==> src/rtl/bus_pkg.sv <==
// Shared bus definitions: master IDs, request bundle and the address map used by bus and data_arbiter.
package bus_pkg;

  localparam logic MID_CORE = 1'b0;
  localparam logic MID_DMA  = 1'b1;

  // Region field of the byte address selects the slave on the bus.
  localparam int REGION_LSB = 13;
  localparam int REGION_MSB = 16;
  localparam logic [3:0] REGION_RAM0  = 4'd0;
  localparam logic [3:0] REGION_RAM1  = 4'd1;
  localparam logic [3:0] REGION_RAM2  = 4'd2;
  localparam logic [3:0] REGION_RAM3  = 4'd3;
  localparam logic [3:0] REGION_ROM   = 4'd4;
  localparam logic [3:0] REGION_UART  = 4'd5;
  localparam logic [3:0] REGION_TIMER = 4'd6;
  localparam logic [3:0] REGION_GPIO  = 4'd7;
  localparam logic [3:0] REGION_DBG   = 4'd8;

  typedef struct packed {
    logic        we;
    logic [3:0]  be;
    logic [31:0] addr;
    logic [31:0] wdata;
  } mreq_t;

  function automatic logic [3:0] region_of(input logic [31:0] addr);
    return addr[REGION_MSB:REGION_LSB];
  endfunction

endpackage

==> src/rtl/id_fifo.sv <==
// In-order FIFO of 1-bit master IDs for outstanding bus transactions.
module id_fifo #(
  parameter int DEPTH = 2,
  parameter int CW    = $clog2(DEPTH + 1)
) (
  input  logic          clk_i,
  input  logic          rst_i,
  input  logic          push,
  input  logic          pop,
  input  logic          din,
  output logic          dout,
  output logic          full,
  output logic          empty,
  output logic [CW-1:0] count
);

  localparam int PW = (DEPTH > 1) ? $clog2(DEPTH) : 1;

  logic [DEPTH-1:0] mem;
  logic [PW-1:0]    rd_ptr, wr_ptr;

  // Pointers wrap explicitly so non-power-of-two depths work.
  function automatic logic [PW-1:0] nxt(input logic [PW-1:0] p);
    return (p == PW'(DEPTH - 1)) ? '0 : p + 1'b1;
  endfunction

  assign dout  = mem[rd_ptr];
  assign full  = (count == CW'(DEPTH));
  assign empty = (count == '0);

  always_ff @(posedge clk_i or negedge rst_i) begin
    if (!rst_i) begin
      rd_ptr <= '0;
      wr_ptr <= '0;
      count  <= '0;
    end else begin
      if (push) wr_ptr <= nxt(wr_ptr);
      if (pop)  rd_ptr <= nxt(rd_ptr);
      if (push && !pop)      count <= count + 1'b1;
      else if (pop && !push) count <= count - 1'b1;
    end
  end

  // Full push+pop writes the slot being read; dout already sampled the old value.
  always_ff @(posedge clk_i) begin
    if (push) mem[wr_ptr] <= din;
  end

endmodule

==> src/rtl/data_arbiter.sv <==
// Two-master arbiter sharing one bus data port; routes in-order responses back by ID.
module data_arbiter
  import bus_pkg::*;
#(
  parameter int DEPTH      = 2,
  parameter bit FIXED_PRIO = 1'b0
) (
  input  logic        clk_i,
  input  logic        rst_i,
  input  logic        m0_req_i,
  input  logic        m0_we_i,
  input  logic [3:0]  m0_be_i,
  input  logic [31:0] m0_addr_i,
  input  logic [31:0] m0_wdata_i,
  output logic        m0_gnt_o,
  output logic        m0_rvalid_o,
  output logic [31:0] m0_rdata_o,
  input  logic        m1_req_i,
  input  logic        m1_we_i,
  input  logic [3:0]  m1_be_i,
  input  logic [31:0] m1_addr_i,
  input  logic [31:0] m1_wdata_i,
  output logic        m1_gnt_o,
  output logic        m1_rvalid_o,
  output logic [31:0] m1_rdata_o,
  output logic        bus_req_o,
  output logic        bus_we_o,
  output logic [3:0]  bus_be_o,
  output logic [31:0] bus_addr_o,
  output logic [31:0] bus_wdata_o,
  input  logic        bus_gnt_i,
  input  logic        bus_rvalid_i,
  input  logic [31:0] bus_rdata_i,
  output logic        err_o
);

  localparam int CW = $clog2(DEPTH + 1);

  mreq_t         m0, m1, sel_req;
  logic          sel, last_q, push, pop, head, full, empty, slot_ok;
  logic [CW-1:0] count;

  assign m0 = '{we: m0_we_i, be: m0_be_i, addr: m0_addr_i, wdata: m0_wdata_i};
  assign m1 = '{we: m1_we_i, be: m1_be_i, addr: m1_addr_i, wdata: m1_wdata_i};

  always_comb begin
    sel = MID_CORE;
    if (m0_req_i && m1_req_i) sel = FIXED_PRIO ? MID_CORE : ~last_q;
    else if (m1_req_i)        sel = MID_DMA;
  end

  assign sel_req     = (sel == MID_DMA) ? m1 : m0;
  assign bus_we_o    = sel_req.we;
  assign bus_be_o    = sel_req.be;
  assign bus_addr_o  = sel_req.addr;
  assign bus_wdata_o = sel_req.wdata;

  // A response in the same cycle frees a slot, so a full FIFO still sustains 1/cycle.
  assign slot_ok   = ~full | (bus_rvalid_i & (count != '0));
  assign bus_req_o = rst_i & (m0_req_i | m1_req_i) & slot_ok;
  assign push      = bus_req_o & bus_gnt_i;
  assign pop       = rst_i & bus_rvalid_i & ~empty;

  assign m0_gnt_o    = push & (sel == MID_CORE);
  assign m1_gnt_o    = push & (sel == MID_DMA);
  assign m0_rvalid_o = pop & (head == MID_CORE);
  assign m1_rvalid_o = pop & (head == MID_DMA);
  assign m0_rdata_o  = bus_rdata_i;
  assign m1_rdata_o  = bus_rdata_i;

  id_fifo #(.DEPTH(DEPTH), .CW(CW)) u_fifo (
    .clk_i (clk_i),
    .rst_i (rst_i),
    .push  (push),
    .pop   (pop),
    .din   (sel),
    .dout  (head),
    .full  (full),
    .empty (empty),
    .count (count)
  );

  // last_q resets to DMA so the first tie after reset goes to the core.
  always_ff @(posedge clk_i or negedge rst_i) begin
    if (!rst_i) begin
      last_q <= MID_DMA;
      err_o  <= 1'b0;
    end else begin
      if (push)                  last_q <= sel;
      if (bus_rvalid_i && empty) err_o  <= 1'b1;
    end
  end

endmodule

==> config.mk <==
export PLATFORM = sky130hd
export DESIGN_NAME = data_arbiter
export DESIGN_NICKNAME = d
export VERILOG_FILES = /design/src/rtl/bus_pkg.sv /design/src/rtl/id_fifo.sv /design/src/rtl/data_arbiter.sv
export SDC_FILE = /design/constraint.sdc
export NUM_CORES = 1
export LEC_CHECK = 0
export ABC_AREA = 1
export CORE_AREA = 2 2 121 123
export DETAILED_ROUTE_END_ITERATION = 6
export DIE_AREA = 0 0 123 125
export PLACE_DENSITY = 0.52
export SLEW_MARGIN = 20
export SYNTH_ARGS = -nofsm -noshare
export SYNTH_HDL_FRONTEND = slang
export SYNTH_HIERARCHICAL = 1
export SYNTH_SLANG_ARGS = --single-unit
==> constraint.sdc <==
create_clock -name clk_i -period 1.5 [get_ports clk_i]
set_input_delay 0.45 -clock clk_i [delete_from_list [all_inputs] [get_ports clk_i]]
set_output_delay 0.45 -clock clk_i [all_outputs]
set_load 0.05 [all_outputs]
# Word-level counts from Yosys, hierarchy flattened
# Cells that the tools add are included.
[totals] reg_bits=8 latch_bits=0 ramBits=0 mem_bits_ro=0 in_bits=176 out_inout_bits=139 word_cells=53 n_memories=0
[classes] addsub=4 multipliers=0 n_div=0 order_cmp=3 n_eq_ne=1 shifts=0 n_mux=12 bitwise=17 n_reduce_logical=10
[ops] operator="$mux 69" count=1
[ops] operator="$and 1x1->1" count=10
[ops] operator="$mux 1" count=7
[ops] operator="$logic_and 1x1->1" count=5
[ops] operator="$not 1->1" count=5
[ops] operator="$lt 1x2->1 const B" count=2
[ops] operator="$mux 2" count=2
[ops] operator="$reduce_bool 2->1" count=2
[ops] operator="$add 1x1->1 const B" count=2
[ops] operator="$add 2x1->2 const B" count=1
[ops] operator="$bwmux 2" count=1
[ops] operator="$eq 2x2->1 const B" count=1
[ops] operator="$logic_not 1->1" count=2
[ops] operator="$logic_not 2->1" count=1
[ops] operator="$or 1x1->1" count=2
[ops] operator="$sub 2x1->2 const B" count=1
[ops] operator="$demux 1 s1" count=1
[ops] operator="$ge 1x1->1 const B" count=1

# Logic depth before layout (Yosys ltp)
# Gate-level depths: netlist of run 1.
[logic_depth] word_depth=9 mapped_depth=11 depth_no_buf=11

# Hierarchy
# Netlist of run 1, hierarchy kept.
[by_module_without_submodules] module="data_arbiter" n_inst=1 cells_each=310 area_per_inst_um2=1551.5
[by_module_without_submodules] module="id_fifo" n_inst=1 cells_each=28 area_per_inst_um2=280.3

# Least setup slack after synthesis of run 1
# No wires, ideal clock.
[synth_timing] path_type="reg2out" from="register last_q" to="output port m0_gnt_o" t_arrival_ns=1.550 required_ns=1.050 slack_ns=-0.500 stages_incl_launch_ff=6 path_buffers=1 path_cell_list="dfstp_2 > nand2_1 > nand2_4 > inv_4 > buf_4 > nor2_1"
[synth_via] elab_chain_cells=4
[synth_rtl] element="from (decl)" line_no="data_arbiter.sv:40" source="logic sel, last_q, push, pop, head, full, empty, slot_ok;"
[synth_rtl] element="from (signal assigned)" line_no="data_arbiter.sv:89" source="if (push) last_q <= sel;"
[synth_rtl] element="$not 1->1" line_no="data_arbiter.sv:48" source="if (m0_req_i && m1_req_i) sel = FIXED_PRIO ? MID_CORE : ~last_q;"
[synth_rtl] element="$mux 1" line_no="data_arbiter.sv:48"
[synth_rtl] element="net sel" line_no="data_arbiter.sv:40"
[synth_rtl] element="$not 1->1" line_no="data_arbiter.sv:64" source="assign m0_gnt_o = push & (sel == MID_CORE);"
[synth_rtl] element="$and 1x1->1" line_no="data_arbiter.sv:64"
[synth_rtl] element="to (decl)" line_no="data_arbiter.sv:15" source="output logic m0_gnt_o,"
# The timed path passes the listed nets, and every way through them passes these cells.

# Final worst setup path of run 1
[layout_timing] from="register last_q" to="output port bus_wdata_o[8]"
[layout_via] elab_chain_cells=3
[layout_rtl] element="$not 1->1" line_no="data_arbiter.sv:48"
[layout_rtl] element="$mux 1" line_no="data_arbiter.sv:48"
[layout_rtl] element="$mux 69" line_no="data_arbiter.sv:52" source="assign sel_req = (sel == MID_DMA) ? m1 : m0;"
[layout_rtl] element="to (decl)" line_no="data_arbiter.sv:30" source="output logic [31:0] bus_wdata_o,"
# Every way passes these cells.

==> impl_metrics.py, run 1 <==
metrics = {
    "status": {
        "status": "finished with violations",
        "violations": "setup timing",
    },
    "sta": {
        "worstMarginPinSlew_ns": 0.190,
        "finalCritPeriodShare": 1.34,
        "rsz0062_at_grt": "true",
        "slew_headroom": 0.873,
        "skew_ns": 0.000248,
        "layout_min_cycle_time_ns": 2.02,
        "drv_slew": 0,
        "hold_ws_ns": 0.168,
        "final_hold_viol_count": 0,
        "setup_viol": 78,
        "max_freq_mhz": 496,
        "setup_ws_ns": -0.515,
    },
    "placement": {
        "port_buffers": 218,
        "pre_cts_slack_ns": -0.764,
        "dp_cells": 676,
        "dp_hpwl_um": 7410,
        "place.gp.congestion": 0.738,
    },
    "power_and_ir_drop": {
        "comb_power_share": 0.849,
        "leakage_uw": 0.00270,
        "internal_power_uw": 3030,
        "clock_power_share": 0.082,
        "powerDensity_nw_per_um2": 925,
        "seqPwrFrac": 0.069,
        "switching_share": 0.461,
        "p_total_uw": 5620,
        "ir_drop_v": 0.000410,
        "switching_power_uw": 2590,
    },
    "clock_network": {
        "cts_root_buffer": "clkbuf_16",
        "worstSkewPairLatency_ns": 0.23,
        "hold_buffers": 0,
        "h-tree-depth": 1,
        "cts_inserted_buffers": 3,
        "clkTransAtPathRegs_ns": 0.04,
        "cts_buffer_depth": 2,
        "clock_sinks": 8,
        "cts_tree": "built",
    },
    "global_routing": {
        "grt_pass1_vias": 2857,
        "grt_max_degree": 41,
        "antenna_found_initial": 0,
        "grtUsageTotal": 0.119,
        "grt_pass1_wl_um": 14500,
        "grt-ovfl-total": 0,
    },
    "critical_path": {
        "path_class": "reg -> out",
        "start_kind": "flop",
        "crit_slowest_cell": "dfstp_2",
        "r2r_cells": 13,
        "cp.required_ns": 1.05,
        "worstPathMaxFanout": 7,
        "path_buf_inv": 3,
        "cp.arrival_ns": 1.57,
        "rr_startpoint": "last_q$_DFFE_PN1P_",
        "r2r_end": "last_q$_DFFE_PN1P_",
        "path_cells": "nand2_4, nand2_8, buf_12, clkbuf_16, nand2_2, nand2_4, buf_12",
        "path_delay_family": "flip-flops",
        "worst_setup_path_end_kind": "output pin",
        "slowest_delay_ns": 0.56,
        "rrSetupSlack_ns": -0.45,
    },
    "yosys": {
        "ys_types": 24,
        "synth_area_um2": 1830,
        "syn-instance-count": 338,
        "synth_warnings": 6,
        "synth.most_common_cell": "nand2_1",
        "ys_top_cells_by_count": "nand2_1 (205), buf_4 (71), inv_1 (11), nand2_2 (11), nor2_1 (8)",
        "synth_edf_count": 2,
        "synth_largest_area_cell": "nand2_1",
        "syn_nets": 515,
        "synthFlopType": "dfrtp_1",
        "yosys-top-cells-area": "nand2_1 (42%), buf_4 (29%), dfrtp_1 (6.8%)",
        "synth-seq-cells": 8,
        "synth.top_cell.area_share": 0.420,
        "async_flop_share": 0.750,
        "seq_area_frac_synth": 0.115,
        "syn_area_per_cell_um2": 5.42,
    },
    "floorplanning": {
        "coreArea_um2": 14200,
        "pin_count": 315,
        "die_h_um": 125,
        "rows": 44,
        "start_util": 0.129,
        "die-area_um2": 15400,
        "fp.dieW_um": 123,
    },
    "finish": {
        "syn_to_final_growth_pct": 232,
        "fin_util": 0.428,
        "drive_gt1_frac": 0.636,
        "final_nets": 703,
        "layoutNonFillerInstCount": 709,
        "insertedDiodeCount": 0,
    },
    "job": {
        "drv_cap": 0,
    },
    "route": {
        "first_pass_iters": 4,
        "drtIter0Drc": 42,
        "drcViolationCount": 0,
        "viasPerCell": 3.88,
        "ant_nets": 0,
        "vias": 2750,
        "drt_wl_total_um": 10900,
        "wl_per_cell_um": 15.4,
    },
    "worst_hold_path": {
        "worstHoldPathType": "in -> async",
    },
}
## power groups by stage
| stage | Clock (µW) | Combinational [µW] | Sequential, µW |
|---|---|---|---|
| after floorplan | 0 | 2500 | 364 |
| after global placement | 0 | 3950 | 368 |
| after detailed placement | 0 | 3990 | 369 |
| after CTS | 462 | 4360 | 366 |
| after global routing | 480 | 5000 | 402 |
| final | 459 | 4770 | 390 |
## worst reg2reg max path: stages, from the launching register on
cell and delay [ns]:
dfstp_2 0.38, nand2_4 0.09, nand2_8 0.09, inv_8 0.16, buf_12 0.16, nand4_1 0.15, buf_4 0.18, buf_4 0.13
buf_6 0.11, buf_6 0.10, buf_6 0.10, buf_6 0.10, buf_6 0.10, nand2_2 0.04
## state kept, by name, indices dropped and copies added, names as in the netlist
| register | cells |
|---|---|
| err_o | 1 |
| u_fifo/wr_ptr | 1 |
| u_fifo/rd_ptr | 1 |
| u_fifo/count | 2 |
| last_q | 1 |
| u_fifo/mem | 2 |
## timing repair
item,in CTS,in global routing
pin swaps,10,5
gates resized for setup,76,94
endpoints found under the setup margin,83,81
cloned,4,8
setup buffers,20,5
## final cells by class
type,instances,area [µm²]
clock buffer,4,78.8
fill,1362,8120
inverter,14,77.6
multi-input combinational,238,1930
sequential,8,211
tap,184,230
timing repair buffer,261,3550
## stage by stage
stage	instance area, µm²	setup TNS (ns)
after global placement	5160	-53.09
after detailed placement	5160	-53.98
after CTS	5580	-36.40
final	6080	-35.93
after floorplan	2430	-2.71
after global routing	6080	-40.27
## cell usage in the layout (no fill, tap or decap), types with 2 or more instances in the layout
cell and n:
inv_4 4, clkbuf_16 8, inv_8 2, nor2_4 4, xor2_1 2, nor2_2 4, buf_12 80, buf_16 6
nand2_4 84, buf_4 15, nand4_1 2, inv_2 6, nand2_1 35, inv_1 2, nand2_8 2, dfrtp_1 5
buf_2 4, nand2_2 96, buf_6 12, clkdlybuf4s50_1 138, edfxtp_1 2
## kinds of logic (layout without fill, tap and decap cells)
logic type | after synthesis | count (layout) | share of synthesized area
multiplexers | 1 | 1 | 0.00615
flip-flops | 8 | 8 | 0.115
AO/OA/AOI/OAI | 2 | 2 | 0.00683
AND/OR/NAND/NOR | 231 | 231 | 0.501
XOR/XNOR | 3 | 3 | 0.0143
buffers and inverters | 92 | 279 | 0.349
adder cells (fa/ha/maj) | 1 | 1 | 0.00683
## how the worst max path moves through the flow
stage / slack (ns) / depth (start not counted) / endpoint / from
after CTS: -0.52 / 7 / bus_wdata_o[21] / last_q$_DFFE_PN1P_
after global placement: -0.75 / 7 / m1_gnt_o / bus_rvalid_i
after global routing: -0.57 / 7 / bus_wdata_o[8] / last_q$_DFFE_PN1P_
after floorplan: -0.08 / 5 / m0_gnt_o / last_q$_DFFE_PN1P_
final: -0.52 / 7 / bus_wdata_o[8] / last_q$_DFFE_PN1P_
after detailed placement: -0.76 / 7 / m1_gnt_o / bus_rvalid_i
## routing by layer
layer	vias up	track usage	part of all wire
met5	-	0	0
met4	0	0.0488	0.030
met3	39	0.0310	0.11
met2	160	0.225	0.54
met1	1235	0.123	0.33
li1	1316	-	-
Note: power is estimated with default switching activity, not from simulation.
==> run 2, diff against run 1 <==
SETUP_SLACK_MARGIN = 0.2   (was unset)
==> run 2 against run 1 <==
Against the previous run:
- final cell count up 0.85%
- critical path depth unchanged
- clock power up 2%
- the flow still finishes with violations (setup timing)
- via count up 0.58%
- total power up 6.8%
- setup slack better by 0.0071 ns
- sequential share of layout area down 0.076 points
- die area unchanged
- design area up 3.5%
- sequential cell count unchanged
- global-route usage up 0.55 points
==> impl_metrics.py, run 2 (synthesis gave the netlist of run 1 again) <==
metrics = {
    "placement": {
        "post_dp_cell_area_um2": 5210,
        "dp_hpwl_um": 7590,
        "port_buffers": 218,
        "place.gp.congestion": 0.800,
    },
    "sta": {
        "rsz0062_at_grt": "true",
        "drv_slew": 0,
        "finalCritPeriodShare": 1.34,
        "max_freq_mhz": 498,
        "layout_min_cycle_time_ns": 2.01,
        "setup_viol": 75,
        "final_hold_viol_count": 0,
        "slew_headroom": 0.863,
        "skew_ns": 0.000295,
        "setup_ws_ns": -0.508,
        "worstMarginPinSlew_ns": 0.206,
    },
    "global_routing": {
        "grt_max_degree": 27,
        "grt-ovfl-total": 0,
        "grtUsageTotal": 0.125,
        "antenna_found_initial": 0,
        "grt_pass1_wl_um": 15100,
        "grt_pass1_vias": 2889,
    },
    "finish": {
        "drive_gt1_frac": 0.629,
        "layout_common_cells": "clkdlybuf4s50_1 (138), nand2_4 (111), buf_12 (80), nand2_2 (57), nand2_1 (46)",
        "syn_to_final_growth_pct": 243,
        "reg_top3": "u_fifo/count (2), u_fifo/mem (2)",
        "final_nets": 709,
        "final_common_cell": "clkdlybuf4s50_1",
        "final_area_um2": 6290,
        "insertedDiodeCount": 0,
        "fin_util": 0.443,
    },
    "floorplanning": {
        "pin_count": 315,
        "die-area_um2": 15400,
        "die_h_um": 125,
        "fp.dieW_um": 123,
        "rows": 44,
        "start_util": 0.129,
        "coreArea_um2": 14200,
    },
    "route": {
        "first_pass_iters": 3,
        "vias": 2766,
        "viasPerCell": 3.87,
        "ant_nets": 0,
        "drtIter0Drc": 29,
        "drt_wl_total_um": 10600,
        "wl_per_cell_um": 14.8,
        "drcViolationCount": 0,
    },
    "critical_path": {
        "crit_slowest_cell": "dfstp_2",
        "path_delay_family": "flip-flops",
        "path_class": "reg -> out",
        "cpMostUsedCell": "nand2_4",
        "slowest_delay_ns": 0.55,
        "worstPathMaxFanout": 18,
        "cp.arrival_ns": 1.56,
        "path_buf_inv": 3,
        "path_cells": "nand2_4, nand2_8, inv_16, buf_16, nand2_2, nand2_4, buf_12",
        "start_kind": "flop",
        "worst_setup_path_end_kind": "output pin",
        "cp.required_ns": 1.05,
    },
    "status": {
        "status": "finished with violations",
        "violations": "setup timing",
    },
    "power_and_ir_drop": {
        "ir_drop_v": 0.000498,
        "powerDensity_nw_per_um2": 955,
        "p_total_uw": 6010,
        "leakage_uw": 0.00287,
    },
    "job": {
        "drv_cap": 0,
    },
    "clock_network": {
        "cts_buffer_depth": 2,
        "cts_inserted_buffers": 3,
        "clkTransAtPathRegs_ns": 0.04,
        "cts_tree": "built",
        "hold_buffers": 0,
        "cts_root_buffer": "clkbuf_16",
        "clock_sinks": 8,
        "h-tree-depth": 1,
        "worstSkewPairLatency_ns": 0.23,
    },
    "worst_hold_path": {
        "worstHoldPathType": "in -> async",
    },
}
==> run 2: cell count changes in the layout (fill, tap and decap cells not counted), sizes merged <==
cell,change
clkbuf,-2
buf,+8
==> run 2: cell type report <==
type	count	area [µm²]
Clock buffer	4	78.8
Fill cell	1352	7910
Inverter	14	88.8
Multi-Input combinational cell	238	2070
Sequential cell	8	214
Tap cell	184	230
Timing Repair Buffer	267	3600
==> run 2: path summary, 6_finish.rpt <==
check	start	endpoint	slack, ns	cells after the start
max in group asynchronous	rst_i	last_q$_DFFE_PN1P_	1.13	2
worst max-delay path	last_q$_DFFE_PN1P_	bus_addr_o[15]	-0.51	7
worst min-delay path	rst_i	err_o$_DFFE_PN0P_	0.16	2
min in group clk_i	last_q$_DFFE_PN1P_	last_q$_DFFE_PN1P_	0.49	2
worst max register to register	u_fifo/count[1]$_DFFE_PN0P_	u_fifo/count[1]$_DFFE_PN0P_	-0.23	13
worst min register to register	last_q$_DFFE_PN1P_	last_q$_DFFE_PN1P_	0.49	2
==> run 2: what timing repair did <==
action	CTS	global route
pin swaps	19	11
endpoints found under the hold margin	0	0
setup endpoints to repair	83	83
resized for setup	128	66
buffers inserted	23	2
gates cloned	5	4
==> run 2: where the power goes <==
group | internal [µW] | switching [µW]
sequential | 312 | 91.3
combinational | 2610 | 2520
clock | 355 | 115
==> run 2: through the flow <==
stage          setup slack (ns)  cells  TNS, ns  hold slack, ns
2_1_floorplan           -0.0828    338    -2.65           0.154
3_3_place_gp             -0.739    677   -52.63           0.467
3_5_place_dp             -0.760    677   -53.65           0.464
4_1_cts                  -0.505    709   -34.22           0.164
5_1_grt                  -0.560    715   -38.71           0.178
6_report                 -0.508    715   -34.82           0.164
==> run 2: routing by layer <==
metal,GRT usage,up-vias,part of all wire
met1,0.123,1277,0.32
met4,0.0388,0,0.024
met3,0.0265,32,0.090
li1,-,1329,-
met5,0,-,0
met2,0.252,128,0.56
